===== config.mk =====
export PLATFORM = sky130hd
export DESIGN_NAME = di_arbiter_flat
export DESIGN_NICKNAME = d
export VERILOG_FILES = /design/src/rtl/di_arbiter_if.sv /design/src/rtl/di_arbiter.sv /design/src/flat_wrapper.sv
export SDC_FILE = /design/constraint.sdc
export NUM_CORES = 1
export LEC_CHECK = 0
export ABC_AREA = 1
export CORE_MARGIN = 8
export CORE_UTILIZATION = 24
export CTS_CLUSTER_DIAMETER = 200
export DETAILED_ROUTE_END_ITERATION = 12
export PLACE_DENSITY_LB_ADDON = 0.25
export SYNTH_ARGS = -nofsm -noshare
export SYNTH_HDL_FRONTEND = slang
export SYNTH_SLANG_ARGS = --single-unit

===== constraint.sdc =====
create_clock -name if_clock -period 2.15 [get_ports if_clock]
set_clock_uncertainty 0.15 [all_clocks]
set_input_delay 0.43 -clock if_clock [delete_from_list [all_inputs] [get_ports if_clock]]
set_output_delay 0.43 -clock if_clock [all_outputs]
set_load 0.03 [all_outputs]

===== src/rtl/di_arbiter_if.sv =====
// Device-interface register bus between two requesting masters, the arbiter and the device.
// The arbiter takes the slave view; a master-side model or bench takes the master view.
interface di_arbiter_if;
    logic        m0_req;
    logic        m1_req;
    logic        m0_write;
    logic        m1_write;
    logic [15:0] m0_ep;
    logic [15:0] m1_ep;
    logic [15:0] m0_addr;
    logic [15:0] m1_addr;
    logic [15:0] m0_wdata;
    logic [15:0] m1_wdata;
    logic        m0_ack;
    logic        m1_ack;
    logic [15:0] m_rdata;
    logic        m_err;
    logic [1:0]  grant;
    logic        busy;
    logic [15:0] di_ep_addr;
    logic [15:0] di_reg_addr;
    logic [15:0] di_data_in;
    logic        di_write;
    logic        di_read;
    logic [15:0] di_data_out;
    logic        di_ready;

    // Handshake: a master holds req (with stable write/ep/addr/wdata) until it sees its
    // one-cycle ack, and drops req on the edge at which that ack is sampled high.
    // The device sees one-cycle di_write/di_read strobes and answers with di_ready.
    modport slave (
        input  m0_req, m1_req, m0_write, m1_write, m0_ep, m1_ep,
               m0_addr, m1_addr, m0_wdata, m1_wdata, di_data_out, di_ready,
        output m0_ack, m1_ack, m_rdata, m_err, grant, busy,
               di_ep_addr, di_reg_addr, di_data_in, di_write, di_read
    );

    modport master (
        output m0_req, m1_req, m0_write, m1_write, m0_ep, m1_ep,
               m0_addr, m1_addr, m0_wdata, m1_wdata, di_data_out, di_ready,
        input  m0_ack, m1_ack, m_rdata, m_err, grant, busy,
               di_ep_addr, di_reg_addr, di_data_in, di_write, di_read
    );
endinterface


===== src/rtl/di_arbiter.sv =====
// Two-master arbiter and sequencer for the device-interface register bus: one complete
// transaction at a time, with a watchdog forcing an error completion if the device stalls.
module di_arbiter #(
    parameter bit          FIXED_PRIO     = 1'b0,
    parameter int unsigned TIMEOUT_CYCLES = 255,
    parameter int unsigned TO_W           = 8
) (
    input  logic        if_clock,
    input  logic        resetb,
    di_arbiter_if.slave bus,
    output logic [1:0]  state_o
);

    typedef enum logic [1:0] {
        S_IDLE  = 2'd0,
        S_ISSUE = 2'd1,
        S_WAIT  = 2'd2,
        S_DONE  = 2'd3
    } state_t;

    localparam logic [TO_W-1:0] TO_LAST = TO_W'(TIMEOUT_CYCLES - 1);

    state_t          state_q;
    logic            last_m1_q;
    logic [1:0]      grant_q;
    logic            busy_q;
    logic            m0_ack_q;
    logic            m1_ack_q;
    logic [15:0]     rdata_q;
    logic            err_q;
    logic [15:0]     ep_q;
    logic [15:0]     reg_q;
    logic [15:0]     din_q;
    logic            wr_q;
    logic            di_write_q;
    logic            di_read_q;
    logic [TO_W-1:0] cnt_q;

    logic            req_any;
    logic            sel_m1;
    logic [15:0]     ep_d;
    logic [15:0]     reg_d;
    logic [15:0]     din_d;
    logic            wr_d;

    // last_m1_q remembers the previous owner so a tie goes to the other master.
    always_comb begin
        req_any = bus.m0_req | bus.m1_req;
        sel_m1  = 1'b0;
        if (bus.m1_req && !bus.m0_req)
            sel_m1 = 1'b1;
        else if (bus.m0_req && bus.m1_req && !FIXED_PRIO && !last_m1_q)
            sel_m1 = 1'b1;
        ep_d  = sel_m1 ? bus.m1_ep    : bus.m0_ep;
        reg_d = sel_m1 ? bus.m1_addr  : bus.m0_addr;
        din_d = sel_m1 ? bus.m1_wdata : bus.m0_wdata;
        wr_d  = sel_m1 ? bus.m1_write : bus.m0_write;
    end

    always_ff @(posedge if_clock or negedge resetb) begin
        if (!resetb) begin
            state_q    <= S_IDLE;
            last_m1_q  <= 1'b1;
            grant_q    <= '0;
            busy_q     <= 1'b0;
            m0_ack_q   <= 1'b0;
            m1_ack_q   <= 1'b0;
            rdata_q    <= '0;
            err_q      <= 1'b0;
            ep_q       <= '0;
            reg_q      <= '0;
            din_q      <= '0;
            wr_q       <= 1'b0;
            di_write_q <= 1'b0;
            di_read_q  <= 1'b0;
            cnt_q      <= '0;
        end else begin
            m0_ack_q   <= 1'b0;
            m1_ack_q   <= 1'b0;
            di_write_q <= 1'b0;
            di_read_q  <= 1'b0;
            case (state_q)
                S_IDLE: begin
                    if (req_any) begin
                        ep_q       <= ep_d;
                        reg_q      <= reg_d;
                        din_q      <= din_d;
                        wr_q       <= wr_d;
                        di_write_q <= wr_d;
                        di_read_q  <= !wr_d;
                        last_m1_q  <= sel_m1;
                        grant_q    <= sel_m1 ? 2'b10 : 2'b01;
                        busy_q     <= 1'b1;
                        state_q    <= S_ISSUE;
                    end
                end
                S_ISSUE: begin
                    cnt_q   <= '0;
                    state_q <= S_WAIT;
                end
                S_WAIT: begin
                    // Ready on the timeout edge still counts as a normal completion.
                    if (bus.di_ready) begin
                        if (!wr_q)
                            rdata_q <= bus.di_data_out;
                        err_q    <= 1'b0;
                        m0_ack_q <= grant_q[0];
                        m1_ack_q <= grant_q[1];
                        state_q  <= S_DONE;
                    end else if ((TIMEOUT_CYCLES != 0) && (cnt_q == TO_LAST)) begin
                        rdata_q  <= 16'hDEAD;
                        err_q    <= 1'b1;
                        m0_ack_q <= grant_q[0];
                        m1_ack_q <= grant_q[1];
                        state_q  <= S_DONE;
                    end else begin
                        cnt_q <= cnt_q + TO_W'(1);
                    end
                end
                S_DONE: begin
                    grant_q <= '0;
                    busy_q  <= 1'b0;
                    state_q <= S_IDLE;
                end
                default: state_q <= S_IDLE;
            endcase
        end
    end

    assign bus.m0_ack      = m0_ack_q;
    assign bus.m1_ack      = m1_ack_q;
    assign bus.m_rdata     = rdata_q;
    assign bus.m_err       = err_q;
    assign bus.grant       = grant_q;
    assign bus.busy        = busy_q;
    assign bus.di_ep_addr  = ep_q;
    assign bus.di_reg_addr = reg_q;
    assign bus.di_data_in  = din_q;
    assign bus.di_write    = di_write_q;
    assign bus.di_read     = di_read_q;
    assign state_o         = state_q;

endmodule


===== src/flat_wrapper.sv =====
// flat-port wrapper written by rule: the top's interface ports become plain ports
module di_arbiter_flat 
#(
    parameter bit          FIXED_PRIO     = 1'b0,
    parameter int unsigned TIMEOUT_CYCLES = 255,
    parameter int unsigned TO_W           = 8
)
  (if_clock, resetb, state_o, bus_m0_req, bus_m1_req, bus_m0_write, bus_m1_write, bus_m0_ep, bus_m1_ep, bus_m0_addr, bus_m1_addr, bus_m0_wdata, bus_m1_wdata, bus_di_data_out, bus_di_ready, bus_m0_ack, bus_m1_ack, bus_m_rdata, bus_m_err, bus_grant, bus_busy, bus_di_ep_addr, bus_di_reg_addr, bus_di_data_in, bus_di_write, bus_di_read);
  di_arbiter_if bus_i ();
  input  logic if_clock;
  input  logic resetb;
  output logic [1:0] state_o;
  input wire logic [$bits(bus_i.m0_req)-1:0] bus_m0_req;
  input wire logic [$bits(bus_i.m1_req)-1:0] bus_m1_req;
  input wire logic [$bits(bus_i.m0_write)-1:0] bus_m0_write;
  input wire logic [$bits(bus_i.m1_write)-1:0] bus_m1_write;
  input wire logic [$bits(bus_i.m0_ep)-1:0] bus_m0_ep;
  input wire logic [$bits(bus_i.m1_ep)-1:0] bus_m1_ep;
  input wire logic [$bits(bus_i.m0_addr)-1:0] bus_m0_addr;
  input wire logic [$bits(bus_i.m1_addr)-1:0] bus_m1_addr;
  input wire logic [$bits(bus_i.m0_wdata)-1:0] bus_m0_wdata;
  input wire logic [$bits(bus_i.m1_wdata)-1:0] bus_m1_wdata;
  input wire logic [$bits(bus_i.di_data_out)-1:0] bus_di_data_out;
  input wire logic [$bits(bus_i.di_ready)-1:0] bus_di_ready;
  output wire logic [$bits(bus_i.m0_ack)-1:0] bus_m0_ack;
  output wire logic [$bits(bus_i.m1_ack)-1:0] bus_m1_ack;
  output wire logic [$bits(bus_i.m_rdata)-1:0] bus_m_rdata;
  output wire logic [$bits(bus_i.m_err)-1:0] bus_m_err;
  output wire logic [$bits(bus_i.grant)-1:0] bus_grant;
  output wire logic [$bits(bus_i.busy)-1:0] bus_busy;
  output wire logic [$bits(bus_i.di_ep_addr)-1:0] bus_di_ep_addr;
  output wire logic [$bits(bus_i.di_reg_addr)-1:0] bus_di_reg_addr;
  output wire logic [$bits(bus_i.di_data_in)-1:0] bus_di_data_in;
  output wire logic [$bits(bus_i.di_write)-1:0] bus_di_write;
  output wire logic [$bits(bus_i.di_read)-1:0] bus_di_read;
  assign bus_i.m0_req = bus_m0_req;
  assign bus_i.m1_req = bus_m1_req;
  assign bus_i.m0_write = bus_m0_write;
  assign bus_i.m1_write = bus_m1_write;
  assign bus_i.m0_ep = bus_m0_ep;
  assign bus_i.m1_ep = bus_m1_ep;
  assign bus_i.m0_addr = bus_m0_addr;
  assign bus_i.m1_addr = bus_m1_addr;
  assign bus_i.m0_wdata = bus_m0_wdata;
  assign bus_i.m1_wdata = bus_m1_wdata;
  assign bus_i.di_data_out = bus_di_data_out;
  assign bus_i.di_ready = bus_di_ready;
  assign bus_m0_ack = bus_i.m0_ack;
  assign bus_m1_ack = bus_i.m1_ack;
  assign bus_m_rdata = bus_i.m_rdata;
  assign bus_m_err = bus_i.m_err;
  assign bus_grant = bus_i.grant;
  assign bus_busy = bus_i.busy;
  assign bus_di_ep_addr = bus_i.di_ep_addr;
  assign bus_di_reg_addr = bus_i.di_reg_addr;
  assign bus_di_data_in = bus_i.di_data_in;
  assign bus_di_write = bus_i.di_write;
  assign bus_di_read = bus_i.di_read;
  di_arbiter #(.FIXED_PRIO(FIXED_PRIO), .TIMEOUT_CYCLES(TIMEOUT_CYCLES), .TO_W(TO_W)) u_core (.if_clock(if_clock), .resetb(resetb), .bus(bus_i), .state_o(state_o));
endmodule

==> flow_summary.ini, run 1 <==
[hold_path]
min_to = u_core.last_m1_q
worstHoldPathType = flip-flop to flip-flop
hold_start = u_core.last_m1_q
min_path_cells = 2

[logic_synthesis]
synth_edf_count = 0
yosysTopAreaCellShare_pct = 53.2
ys_ff_latch = 84
yosysWarnings = 0
netlist-cell-type-count = 26
synthArstFlopShare_pct = 100
synth_area_per_cell_sq_um = 8.40
ys_seq_area_share_pct = 53.8
syn_nets = 590
ys.flop_type = dfrtp_1
synth_commonest_cells = nand2_1, dfrtp_1, o21ai_0
ys_top_cells_by_area = dfrtp_1, nand2_1, o21ai_0
synth_cells = 465
synthesis.area_sq_mm = 0.00391
yosysMostFrequentCell = nand2_1
synth_top_area_cell = dfrtp_1

[setup_path]
path_max_fanout = 5
crit_arrival_ns = 1.47
crit_family = buffers and inverters
worst_r2r_startpoint = u_core.state_o[0]
critPathRequiredTime_ns = 1.57
cp-end-kind = primary output
cp-start-kind = flip-flop
ff2ff_path_depth = 5
crit_buf_inv = 1
crit_chain = clkdlybuf4s50_1
slowest_delay_ns = 0.71
cpMaxStageDelayCell = clkdlybuf4s50_1
ff2ff_setup_slack_ns = 0.18
worstSetupPathType = flip-flop to primary output
timing.rr.end = u_core.bus.m_rdata[12]

[status]
status = completed

[clock_tree]
cts_made_buffers = 9
tritoncts = built
clk_latency_ns = 0.34
path_clk_slew_ns = 0.06
cts_resized = 0
htreeDepth = 3
clk_path_buf_depth = 2
cts-root-buf = clkbuf_16
clkSinkCount = 84

[grt]
met3_usage_pct = 6.10
first_global_vias = 4046
grtUsageMet2_pct = 21.5
grt_max_degree = 52
antenna_found_initial = 1
grt_usage_pct = 13.3
grt_first_pass_wirelength_mm = 21.3
gr-total-overflow = 0
top_usage_layer = met2
grtUsageMet1_pct = 15.3

[final_layout]
syn_to_final_growth_pct = 63.8
finish.utilization_pct = 40.3
final_cell_area_sq_mm = 0.00640
fin_nets = 780
drive_gt1_share_pct = 8.50
antennaDiodeCount = 0

[route]
drc = 0
first_pass_iters = 4
viasPerCell = 4.36
vias = 3819
wl_per_cell_um = 15.5
drt_wl_total_mm = 13.6
ant_nets = 0
drt_iter0_drc = 145

[placed_design]
place_area_sq_mm = 0.00611
portBuffers = 192
post-place-ws_ns = 0.0259
place.gp.congestion = 0.793
hpwl_mm = 10.3

[die]
die_h_um = 144
fp.dieArea_sq_mm = 0.0206
ios = 193
start_util_pct = 24.6
num_rows = 46
core_sq_mm = 0.0159
die_w_um = 144

[sta]
layout_setup_ws_ns = 0.0989
period_share_pct = 95.4
finalSetupViolCount = 0
slew_headroom_pct = 65.6
worst_slew_pin_slew_ns = 0.515
drv_slew = 0
hold_ws_ns = 0.331
hold_viol_final = 0
finalSetupTns_ns = 0
min_period_ns = 2.05
max_freq_mhz = 488
rsz0062_at_grt = false

[job]
drv_cap = 0

[pwr]
pwr_density_cell_mw_per_mm2 = 1410
leakage_uw = 0.00276
irDropWorstVdd_mv = 0.469
## per-layer routing
layer / up-vias / wire length, um
li1: 1884 / -
met1: 1783 / 5630
met2: 137 / 6340
met3: 13 / 1420
met4: 2 / 158
met5: - / 13
## cell usage in the layout (no fill, tap or decap), types with 2 or more instances in the layout
cell type	synthesis	layout
nor2_1	79	79
buf_12	0	5
clkinvlp_4	0	3
buf_4	3	8
a21oi_1	3	3
ha_1	6	6
o21ai_2	17	16
clkbuf_16	0	9
o21ai_0	80	80
nand2_2	3	4
o21ai_1	20	20
nand3_1	6	6
o22ai_1	2	2
nand2_1	116	115
inv_1	14	14
clkbuf_8	0	2
dfrtp_1	83	83
or2_2	3	3
clkdlybuf4s50_1	0	191
## how the worst max path moves through the flow
stage                                  from  depth (start not counted)                endpoint  slack (ns)
after floorplan           u_core.state_o[0]                          7         u_core.bus.busy        0.47
after global placement         bus_di_ready                          6   u_core.bus.m_rdata[0]        0.11
after detailed placement       bus_di_ready                          6  u_core.bus.m_rdata[12]        0.03
after CTS                 u_core.state_o[1]                          1              state_o[1]        0.08
after global routing      u_core.state_o[0]                          5   u_core.bus.m_rdata[4]        0.02
final                     u_core.state_o[1]                          1              state_o[1]         0.1
## registers in the layout, summed over array words and instances, names as in the netlist, 2 cells and up
register and cells:
u_core.state_o 2, u_core.bus.m_rdata 16, u_core.cnt_q 8, u_core.bus.di_reg_addr 16, u_core.bus.grant 2, u_core.bus.di_ep_addr 16
u_core.bus.di_data_in 16
## cells by family after synthesis
kind of cell	after synthesis	synth area share [%]
flip-flops	84	53.8
adder cells (fa/ha/maj)	6	1.92
XOR/XNOR	1	0.224
AO/OA/AOI/OAI	122	17.3
buffers and inverters	41	5.19
AND/OR/NAND/NOR	211	21.5
## through the flow
stage                     cells  total power [uW]
final                       875              9000
after detailed placement    859              7630
after CTS                   875              9150
after global routing        875              9600
after floorplan             465              5410
after global placement      859              7540
## repair_timing
| action | CTS | global route |
|---|---|---|
| buffers inserted | 0 | 0 |
| hold buffers | 1 | 0 |
| hold endpoints to repair | 33 | 0 |
## final cells by class
| class | instances | area, sq um |
|---|---|---|
| Timing Repair Buffer | 205 | 2080 |
| Sequential cell | 84 | 2100 |
| Inverter | 15 | 56.3 |
| Clock buffer | 12 | 256 |
| Fill cell | 1601 | 9480 |
| Multi-Input combinational cell | 340 | 1610 |
| Clock inverter | 3 | 22.5 |
| Tap cell | 216 | 270 |
## power breakdown
part           internal, uW  switching (uW)
Sequential             2290             410
Clock                   840             625
Combinational          1940            2900
Note: power is estimated with default switching activity, not from simulation.
==> run 2: changes to the inputs <==
--- a/config.mk
+++ b/config.mk
@@ -11,6 +11,7 @@
 export CTS_CLUSTER_DIAMETER = 200
 export DETAILED_ROUTE_END_ITERATION = 12
 export PLACE_DENSITY_LB_ADDON = 0.25
+export SLEW_MARGIN = 20
 export SYNTH_ARGS = -nofsm -noshare
 export SYNTH_HDL_FRONTEND = slang
 export SYNTH_SLANG_ARGS = --single-unit
==> results of run 2 <==
Same layout as run 1: the final DEF is identical, and so are final timing and power.
